--- config.mk ---
export PLATFORM = sky130hd
export DESIGN_NAME = bcd_subtractor_seq
export DESIGN_NICKNAME = d
export VERILOG_FILES = /design/src/rtl/bcd_subtractor_seq.sv
export SDC_FILE = /design/constraint.sdc
export NUM_CORES = 1
export LEC_CHECK = 0
export BUFFER_PORTS_ARGS = -buffer_cell sky130_fd_sc_hd__buf_2
export CAP_MARGIN = 15
export CORE_MARGIN = 2
export CORE_UTILIZATION = 40
export CTS_BUF_LIST = sky130_fd_sc_hd__clkbuf_4
export DETAILED_ROUTE_END_ITERATION = 10
export GPL_TIMING_DRIVEN = 0
export PLACE_DENSITY = 0.64
export SYNTH_ARGS = -nofsm -noshare
export SYNTH_HDL_FRONTEND = slang
export SYNTH_SLANG_ARGS = --single-unit
--- constraint.sdc ---
create_clock -name clk_i -period 4 [get_ports clk_i]
set_input_delay 0.2 -clock clk_i [delete_from_list [all_inputs] [get_ports clk_i]]
set_output_delay 0.2 -clock clk_i [all_outputs]
set_load 0.05 [all_outputs]
--- src/rtl/bcd_subtractor_seq.sv ---
// Sequential packed-BCD subtractor: one digit per cycle, LSD first, with a second
// ten's-complement pass that turns a negative first-pass result into sign/magnitude.
module bcd_subtractor_seq #(
  parameter int unsigned DIGITS = 4
) (
  input  logic                clk_i,
  input  logic                rst_ni,
  input  logic                start_i,
  input  logic [4*DIGITS-1:0] a_i,
  input  logic [4*DIGITS-1:0] b_i,
  input  logic                bin_i,
  output logic                busy_o,
  output logic                done_o,
  output logic [4*DIGITS-1:0] diff_o,
  output logic                neg_o,
  output logic                bout_o,
  output logic                invalid_o
);

  localparam int unsigned W    = 4 * DIGITS;
  localparam int unsigned IdxW = (DIGITS > 1) ? $clog2(DIGITS) : 1;
  localparam logic [IdxW-1:0] LastIdx = IdxW'(DIGITS - 1);

  typedef enum logic [1:0] {StIdle, StSub, StNegate, StFin} state_e;

  state_e          state_q, state_d;
  logic [W-1:0]    a_q, a_d;
  logic [W-1:0]    b_q, b_d;
  logic [W-1:0]    w_q, w_d;
  logic            borrow_q, borrow_d;
  logic [IdxW-1:0] idx_q, idx_d;
  logic [W-1:0]    diff_q, diff_d;
  logic            neg_q, neg_d;
  logic            bout_q, bout_d;
  logic            invalid_q, invalid_d;

  logic [3:0]      op_a, op_b;
  logic [4:0]      raw;
  logic            step_borrow;
  logic [3:0]      step_digit;
  logic [W-1:0]    w_shift;
  logic            accept;
  logic            capture_bad;
  logic            last_digit;

  function automatic logic has_bad_digit(input logic [W-1:0] v);
    logic bad;
    bad = 1'b0;
    for (int unsigned i = 0; i < DIGITS; i++) begin
      if (v[4*i +: 4] > 4'd9) bad = 1'b1;
    end
    return bad;
  endfunction

  assign accept      = start_i && ((state_q == StIdle) || (state_q == StFin));
  assign capture_bad = has_bad_digit(a_i) || has_bad_digit(b_i);
  assign last_digit  = (idx_q == LastIdx);

  // Shared digit step: SUB uses a-b, NEGATE uses 0-w; the result digit enters w from the top.
  always_comb begin
    op_a = 4'd0;
    op_b = w_q[3:0];
    if (state_q == StSub) begin
      op_a = a_q[3:0];
      op_b = b_q[3:0];
    end
    raw         = {1'b0, op_a} - {1'b0, op_b} - {4'b0000, borrow_q};
    step_borrow = raw[4];
    step_digit  = raw[4] ? (raw[3:0] + 4'd10) : raw[3:0];
    w_shift     = (w_q >> 4) | (W'(step_digit) << (W - 4));
  end

  // State register
  always_ff @(posedge clk_i or negedge rst_ni) begin
    if (!rst_ni) begin
      state_q <= StIdle;
    end else begin
      state_q <= state_d;
    end
  end

  // Next-state logic
  always_comb begin
    state_d = state_q;
    unique case (state_q)
      StIdle: begin
        if (start_i) state_d = capture_bad ? StFin : StSub;
      end
      StSub: begin
        if (last_digit) state_d = step_borrow ? StNegate : StFin;
      end
      StNegate: begin
        if (last_digit) state_d = StFin;
      end
      StFin: begin
        if (start_i) state_d = capture_bad ? StFin : StSub;
        else         state_d = StIdle;
      end
      default: state_d = StIdle;
    endcase
  end

  // Datapath next-state
  always_comb begin
    a_d       = a_q;
    b_d       = b_q;
    w_d       = w_q;
    borrow_d  = borrow_q;
    idx_d     = idx_q;
    diff_d    = diff_q;
    neg_d     = neg_q;
    bout_d    = bout_q;
    invalid_d = invalid_q;
    if (accept) begin
      a_d      = a_i;
      b_d      = b_i;
      w_d      = '0;
      borrow_d = bin_i;
      idx_d    = '0;
      if (capture_bad) begin
        diff_d    = '0;
        neg_d     = 1'b0;
        bout_d    = 1'b0;
        invalid_d = 1'b1;
      end
    end else if (state_q == StSub) begin
      a_d      = a_q >> 4;
      b_d      = b_q >> 4;
      w_d      = w_shift;
      borrow_d = step_borrow;
      idx_d    = idx_q + 1'b1;
      if (last_digit) begin
        idx_d    = '0;
        borrow_d = 1'b0;
        if (!step_borrow) begin
          diff_d    = w_shift;
          neg_d     = 1'b0;
          bout_d    = 1'b0;
          invalid_d = 1'b0;
        end
      end
    end else if (state_q == StNegate) begin
      w_d      = w_shift;
      borrow_d = step_borrow;
      idx_d    = idx_q + 1'b1;
      if (last_digit) begin
        idx_d     = '0;
        diff_d    = w_shift;
        neg_d     = 1'b1;
        bout_d    = 1'b1;
        invalid_d = 1'b0;
      end
    end
  end

  always_ff @(posedge clk_i or negedge rst_ni) begin
    if (!rst_ni) begin
      a_q       <= '0;
      b_q       <= '0;
      w_q       <= '0;
      borrow_q  <= 1'b0;
      idx_q     <= '0;
      diff_q    <= '0;
      neg_q     <= 1'b0;
      bout_q    <= 1'b0;
      invalid_q <= 1'b0;
    end else begin
      a_q       <= a_d;
      b_q       <= b_d;
      w_q       <= w_d;
      borrow_q  <= borrow_d;
      idx_q     <= idx_d;
      diff_q    <= diff_d;
      neg_q     <= neg_d;
      bout_q    <= bout_d;
      invalid_q <= invalid_d;
    end
  end

  // Output logic
  always_comb begin
    busy_o    = (state_q == StSub) || (state_q == StNegate);
    done_o    = (state_q == StFin);
    diff_o    = diff_q;
    neg_o     = neg_q;
    bout_o    = bout_q;
    invalid_o = invalid_q;
  end

endmodule

### Yosys cells after proc, flatten, opt, wreduce, memory -nomap -nowiden

Cells that the tools add are included.

* add/sub/neg operators: 4
* order comparisons: 8
* equality and inequality tests: 11
* multiplexer cells: 52
* bitwise logic cells: 1
* reductions and logical operators: 9

Operator list (count)
* $mux W16: 14
* $gt A4 B4 Y1 const B: 8
* $mux W1: 25
* $mux W2: 9
* $or A12 B16 Y16: 1
* $mux W4: 3
* $ne A3 B3 Y1 const B: 3
* $pmux W2 S4: 1
* $eq A2 B2 Y1 const B: 3
* $ne A2 B2 Y1 const B: 3
* $reduce_and A5 Y1: 1
* $sub A4 B4 Y5: 1
* $sub A5 B1 Y5: 1
* $add A4 B4 Y4 const B: 1
* $logic_or A1 B1 Y1: 3
* $reduce_and A3 Y1: 1
* $reduce_bool A3 Y1: 1
* $add A2 B1 Y2 const B: 1
* $eq A2 B1 Y1 const B: 1
* $logic_not A2 Y1: 1
* $ne A2 B1 Y1 const B: 1
* $reduce_bool A2 Y1: 1
* $logic_and A1 B1 Y1: 1

* bits in registers: 71
* input port bits: 36
* output and inout port bits: 21
* word-level logic and storage cells: 94

### Logic depth before layout (Yosys ltp)

* word-level depth: 11
* gate-level depth with buffers: 13
* mapped depth without buffers: 11

### Worst setup path before layout

No wires, ideal clock.

* kind: register -> register
* start: register state_q[1]
* end: register diff_q[6], in the netlist diff_o[6]
* setup time: 0.120 ns
* arrival time: 2.852 ns
* path slack: 1.028 ns
* cell stages (with the launch flop): 14
* path buffers: 2
* path through: dfrtp_1 -> inv_1 -> ha_1 -> buf_2 -> mux2_2 -> ha_1 -> inv_1 -> ha_1 -> and2_1 -> a22o_2 -> o21ai_4 -> a21oi_4 -> buf_6 -> a22o_4

* word-level cells in the longest chain between the ends: 6

RTL lines
* start, declared: line 26 `state_e state_q, state_d;`
* start signal, assigned: line 76 `state_q <= StIdle;`
* start signal, assigned: line 78 `state_q <= state_d;`
* $eq A2 B1 Y1: line 63, 126
* $mux W4: line 63 `if (state_q == StSub) begin`
* $sub A4 B4 Y5: line 67 `raw = {1'b0, op_a} - {1'b0, op_b} - {4'b0000, borrow_q};`
* $sub A5 B1 Y5: line 67
* $ne A3 B3 Y1 (no line)
* $reduce_and A5 Y1 (no line)
* end signal, assigned: line 173 `diff_q <= diff_d;`
* end, declared: line 32 `logic [W-1:0] diff_q, diff_d;`

Several ways; a longest one is shown, not always the timed one.
A chain may end at the register's enable or synchronous reset.

### Worst setup path after layout

* start: register state_q[1]
* end: register diff_q[14], in the netlist diff_o[14]

* word-level cells in the longest chain between the ends: 11

RTL lines
* $eq A2 B1 Y1: line 63, 126
* $mux W4: line 63
* $sub A4 B4 Y5: line 67
* $sub A5 B1 Y5: line 67
* $add A4 B4 Y4: line 69 `step_digit = raw[4] ? (raw[3:0] + 4'd10) : raw[3:0];`
* $mux W4: line 69
* $or A12 B16 Y16: line 70 `w_shift = (w_q >> 4) | (W'(step_digit) << (W - 4));`
* $mux W16 (on tied branches): line 146, 135
* $mux W16 (on tied branches): line 142, 132
* $mux W16: line 126 `end else if (state_q == StSub) begin`
* $mux W16: line 114 `if (accept) begin`

Several ways; a longest one is shown, not always the timed one. The select of a mux whose other input is x is not followed.

==> impl_results.rst <==
.. list-table::
   :header-rows: 1

   * - Metric
     - Value
   * - Endpoints failing setup
     - 0
   * - Main flop type after synthesis
     - sky130_fd_sc_hd__dfrtp_1
   * - Via count of the first global-routing pass
     - roughly 2800
   * - Number of cell rows
     - 33
   * - Clock-pin slew on the worst setup and hold paths
     - around 0.11 ns
   * - Max Buffers Root-to-Sink
     - 2
   * - IR Drop Worst-Case VDD
     - 0.000363 V
   * - Syn. warnings
     - 0
   * - Std-Cell Core Area
     - 8300 um2
   * - Launching element type of the critical path
     - flop
   * - RR Endpoint
     - diff_o[14]$_DFFE_PN0P_
   * - Run status
     - complete, no violations
   * - Drc violations
     - 0
   * - Register area share after synthesis
     - 0.514
   * - Cell-by-cell listing of the critical path
     - inv_1 > ha_1 > clkbuf_1 > nand2_1 > ha_1 > inv_1 > ha_1 > and2_1 > a22o_2 > nor2_1 > mux2i_1 > o2bb2ai_1
   * - Most common cell after layout, fill and taps aside
     - sky130_fd_sc_hd__nand2_1
   * - Number of distinct library cell variants in the gate-level netlist after synthesis
     - 38
   * - Vias after detailed routing
     - 2750
   * - Antenna violations before repair
     - 0
   * - Reported leakage power
     - a little over 2 nW
   * - Final-stage net count
     - between 400 and 500
   * - Data required time of the worst path
     - between 4 and 5 ns
   * - Post-Synthesis Cell Area
     - 3460 um2
   * - Fmax achieved
     - roughly 300 MHz
   * - Die footprint
     - between 9000 and 10000 um2
   * - Maximum number of pins on one net before global-route repair
     - between 70 and 80
   * - Horizontal die dimension
     - 97.0 um
   * - Number of nets still failing antenna checks after routing
     - 0
   * - Post-cts sizing count
     - 0
   * - Ant. Diodes
     - 0
   * - Endpoints failing hold
     - 0
   * - Max-slew violation total from the final report
     - 0
   * - End point of the worst hold path
     - borrow_q$_DFFE_PN0P_
   * - Number of flip-flops and latches in the synthesized netlist
     - 71
   * - Sum of negative setup slack
     - 0 ns
   * - Count of H-tree levels built during CTS
     - 3
   * - Number of synthesized flops with an enable pin
     - 0
   * - Worst path buffer plus inverter count
     - 3
   * - Commonest cells after routing, fill and taps aside
     - sky130_fd_sc_hd__nand2_1, sky130_fd_sc_hd__dfrtp_1, sky130_fd_sc_hd__buf_2, sky130_fd_sc_hd__o21ai_0, sky130_fd_sc_hd__dlygate4sd3_1
   * - RSZ-0062 raised after global routing
     - false
   * - Layout cell share with drive strength beyond 1
     - 0.221
   * - All-Layer GR Usage
     - 0.182
   * - Slew @ Worst Pin
     - roughly 0.89 ns
   * - Most numerous cell on the critical path
     - sky130_fd_sc_hd__ha_1
   * - Cell depth of the worst min-delay path
     - 3
   * - CTS root buffer
     - sky130_fd_sc_hd__clkbuf_4
   * - Num ports
     - 57
   * - CTS tree
     - yes
   * - Top Family by Delay on Critical Path
     - adder cells
   * - Flop-to-flop setup slack
     - slightly below 0.7 ns
   * - Worst Skew
     - 0.0204 ns
   * - Remaining Overflow, GRT
     - 0
   * - Initial drt markers
     - ~140
   * - Height of the die
     - 97.0 um
   * - Post-synthesis cell count
     - about 330
   * - First-pass GRT wire length
     - 13.7 mm
   * - Worst hold path class
     - input port to flop
   * - Detailed-route wire length per cell
     - 14.9 um
   * - Min-Delay Startpoint
     - bin_i
   * - Type of element capturing the critical path
     - flop
   * - Crit path max-delay cell type
     - sky130_fd_sc_hd__dfrtp_1
   * - Portion of synthesized cell area occupied by the leading cell type
     - 0.514
   * - Min Hold Slack
     - about 0.15 ns
   * - Starting Density
     - 0.416
   * - Critical path origin
     - state_q[1]$_DFFE_PN0P_
   * - Inserted Clock Buffers
     - 9
   * - Crit Path Category
     - flop to flop
   * - Syn Area/Cell
     - approximately 10 um2
   * - Yosys top cell by area
     - sky130_fd_sc_hd__dfrtp_1
   * - Biggest area contributors in the synthesized netlist
     - sky130_fd_sc_hd__dfrtp_1, sky130_fd_sc_hd__nand2_1, sky130_fd_sc_hd__mux2i_1
   * - Detailed Route WL
     - 8.12 mm
   * - Number of buffers inserted by port buffering
     - 56
   * - First-pass DRT Iterations
     - 4
   * - Clk_lat worst skew
     - 0.41 ns
   * - Length in cells of the worst reg-to-reg path
     - 12
   * - Min Tclk post-route
     - about 3.3 ns
   * - Crit Path Max Fanout
     - 10
   * - Via count normalized by instance count
     - 5.06
   * - Post-synth net total
     - around 380
   * - Worst stage delay on the critical path
     - 0.43 ns
   * - Number of maximum-capacitance violations
     - 0
   * - Area overhead of the layout relative to synthesis
     - 25.5%
   * - Slew Limit Headroom
     - 0.410
   * - Crit Reg-Reg Startpoint
     - state_q[1]$_DFFE_PN0P_
   * - Placer's final routability congestion estimate
     - roughly 0.85
   * - Clock net sink count
     - a little over 70
   * - DP HPWL
     - 5.67 mm
   * - Power density over the cells
     - 954 nW/um2
   * - Post-synthesis async set-or-reset flop share
     - 1.00
   * - Crit share post-route
     - 0.829
   * - Arrival time at the worst endpoint
     - between 3 and 4 ns
-- synth_stat cells (3+ instances only) --
cell type                   number
sky130_fd_sc_hd__nand2_1        76
sky130_fd_sc_hd__dfrtp_1        71
sky130_fd_sc_hd__o21ai_0        50
sky130_fd_sc_hd__mux2i_1        26
sky130_fd_sc_hd__ha_1           12
sky130_fd_sc_hd__a22o_1          9
sky130_fd_sc_hd__nand3b_1        9
sky130_fd_sc_hd__buf_2           8
sky130_fd_sc_hd__clkbuf_1        8
sky130_fd_sc_hd__nor2_1          8
sky130_fd_sc_hd__inv_1           7
sky130_fd_sc_hd__a21oi_1         5
sky130_fd_sc_hd__o2bb2ai_1       5
sky130_fd_sc_hd__a22o_2          4
sky130_fd_sc_hd__mux2_2          3
-- worst min-delay path, stage by stage --
cell and delay (ns):
sky130_fd_sc_hd__buf_2 0.09, sky130_fd_sc_hd__o22ai_1 0.08, sky130_fd_sc_hd__a21oi_1 0.13
-- layout make-up --
type	instances	area [um2]
tap	105	131
sequential	71	1780
multi-input combinational	236	1550
fill	757	3960
clock inverter	6	61.3
inverter	7	26.3
timing repair buffer	89	613
buffer	20	108
clock buffer	10	75.1
-- cell families after synthesis --
| kind of cell | count (synthesis) | synth area share |
|---|---|---|
| compound gates | 84 | 0.161 |
| xor+xnor | 4 | 0.0101 |
| fa+ha+maj | 14 | 0.0550 |
| simple gates | 105 | 0.136 |
| mux | 29 | 0.0851 |
| buf+inv | 27 | 0.0387 |
| flops | 71 | 0.514 |
-- state kept, by name (all words and copies together), names as in the netlist --
signal and flops:
idx_q 2, w_q 16, bout_o 1, borrow_q 1, diff_o 16, a_q 16, b_q 16, invalid_o 1
state_q 2
-- per-layer routing --
| metal | part of all wire | track usage |
|---|---|---|
| met1 | 0.46 | 0.233 |
| met2 | 0.50 | 0.310 |
| met3 | 0.044 | 0.0397 |
| met4 | 0.0047 | 0.0520 |
| met5 | 0 | 0 |
-- what timing repair did --
action                                 4_1_cts  5_1_grt
hold buffers                                33        0
buffers inserted                             0        0
endpoints found under the hold margin      103        0
-- where the power goes --
part	internal (mW)	switching, mW
Combinational	0.927	1.52
Clock	0.196	0.255
Sequential	1.04	0.193
-- how the worst max path moves through the flow --
stage | end | cells past startpoint | slack, ns
2_1_floorplan | diff_o[6]$_DFFE_PN0P_ | 13 | 1.03
3_3_place_gp | diff_o[14]$_DFFE_PN0P_ | 12 | 0.73
3_5_place_dp | diff_o[14]$_DFFE_PN0P_ | 12 | 0.74
4_1_cts | diff_o[14]$_DFFE_PN0P_ | 12 | 0.70
5_1_grt | diff_o[14]$_DFFE_PN0P_ | 12 | 0.50
6_report | diff_o[14]$_DFFE_PN0P_ | 12 | 0.68
-- through the flow --
step / std cells / setup slack (ns) / cell area, um2 / utilization / power (mW)
finish: 544 / 0.682 / 4340 / 0.523 / 4.14
CTS: 544 / 0.698 / 4340 / 0.523 / 4.18
global placement: 495 / 0.728 / 3870 / 0.466 / 3.62
floorplan: 334 / 1.03 / 3460 / - / 3.11
global route: 544 / 0.498 / 4340 / 0.523 / 4.51
detailed placement: 495 / 0.736 / 3870 / 0.466 / 3.69
(Power assumes the default switching activity.)
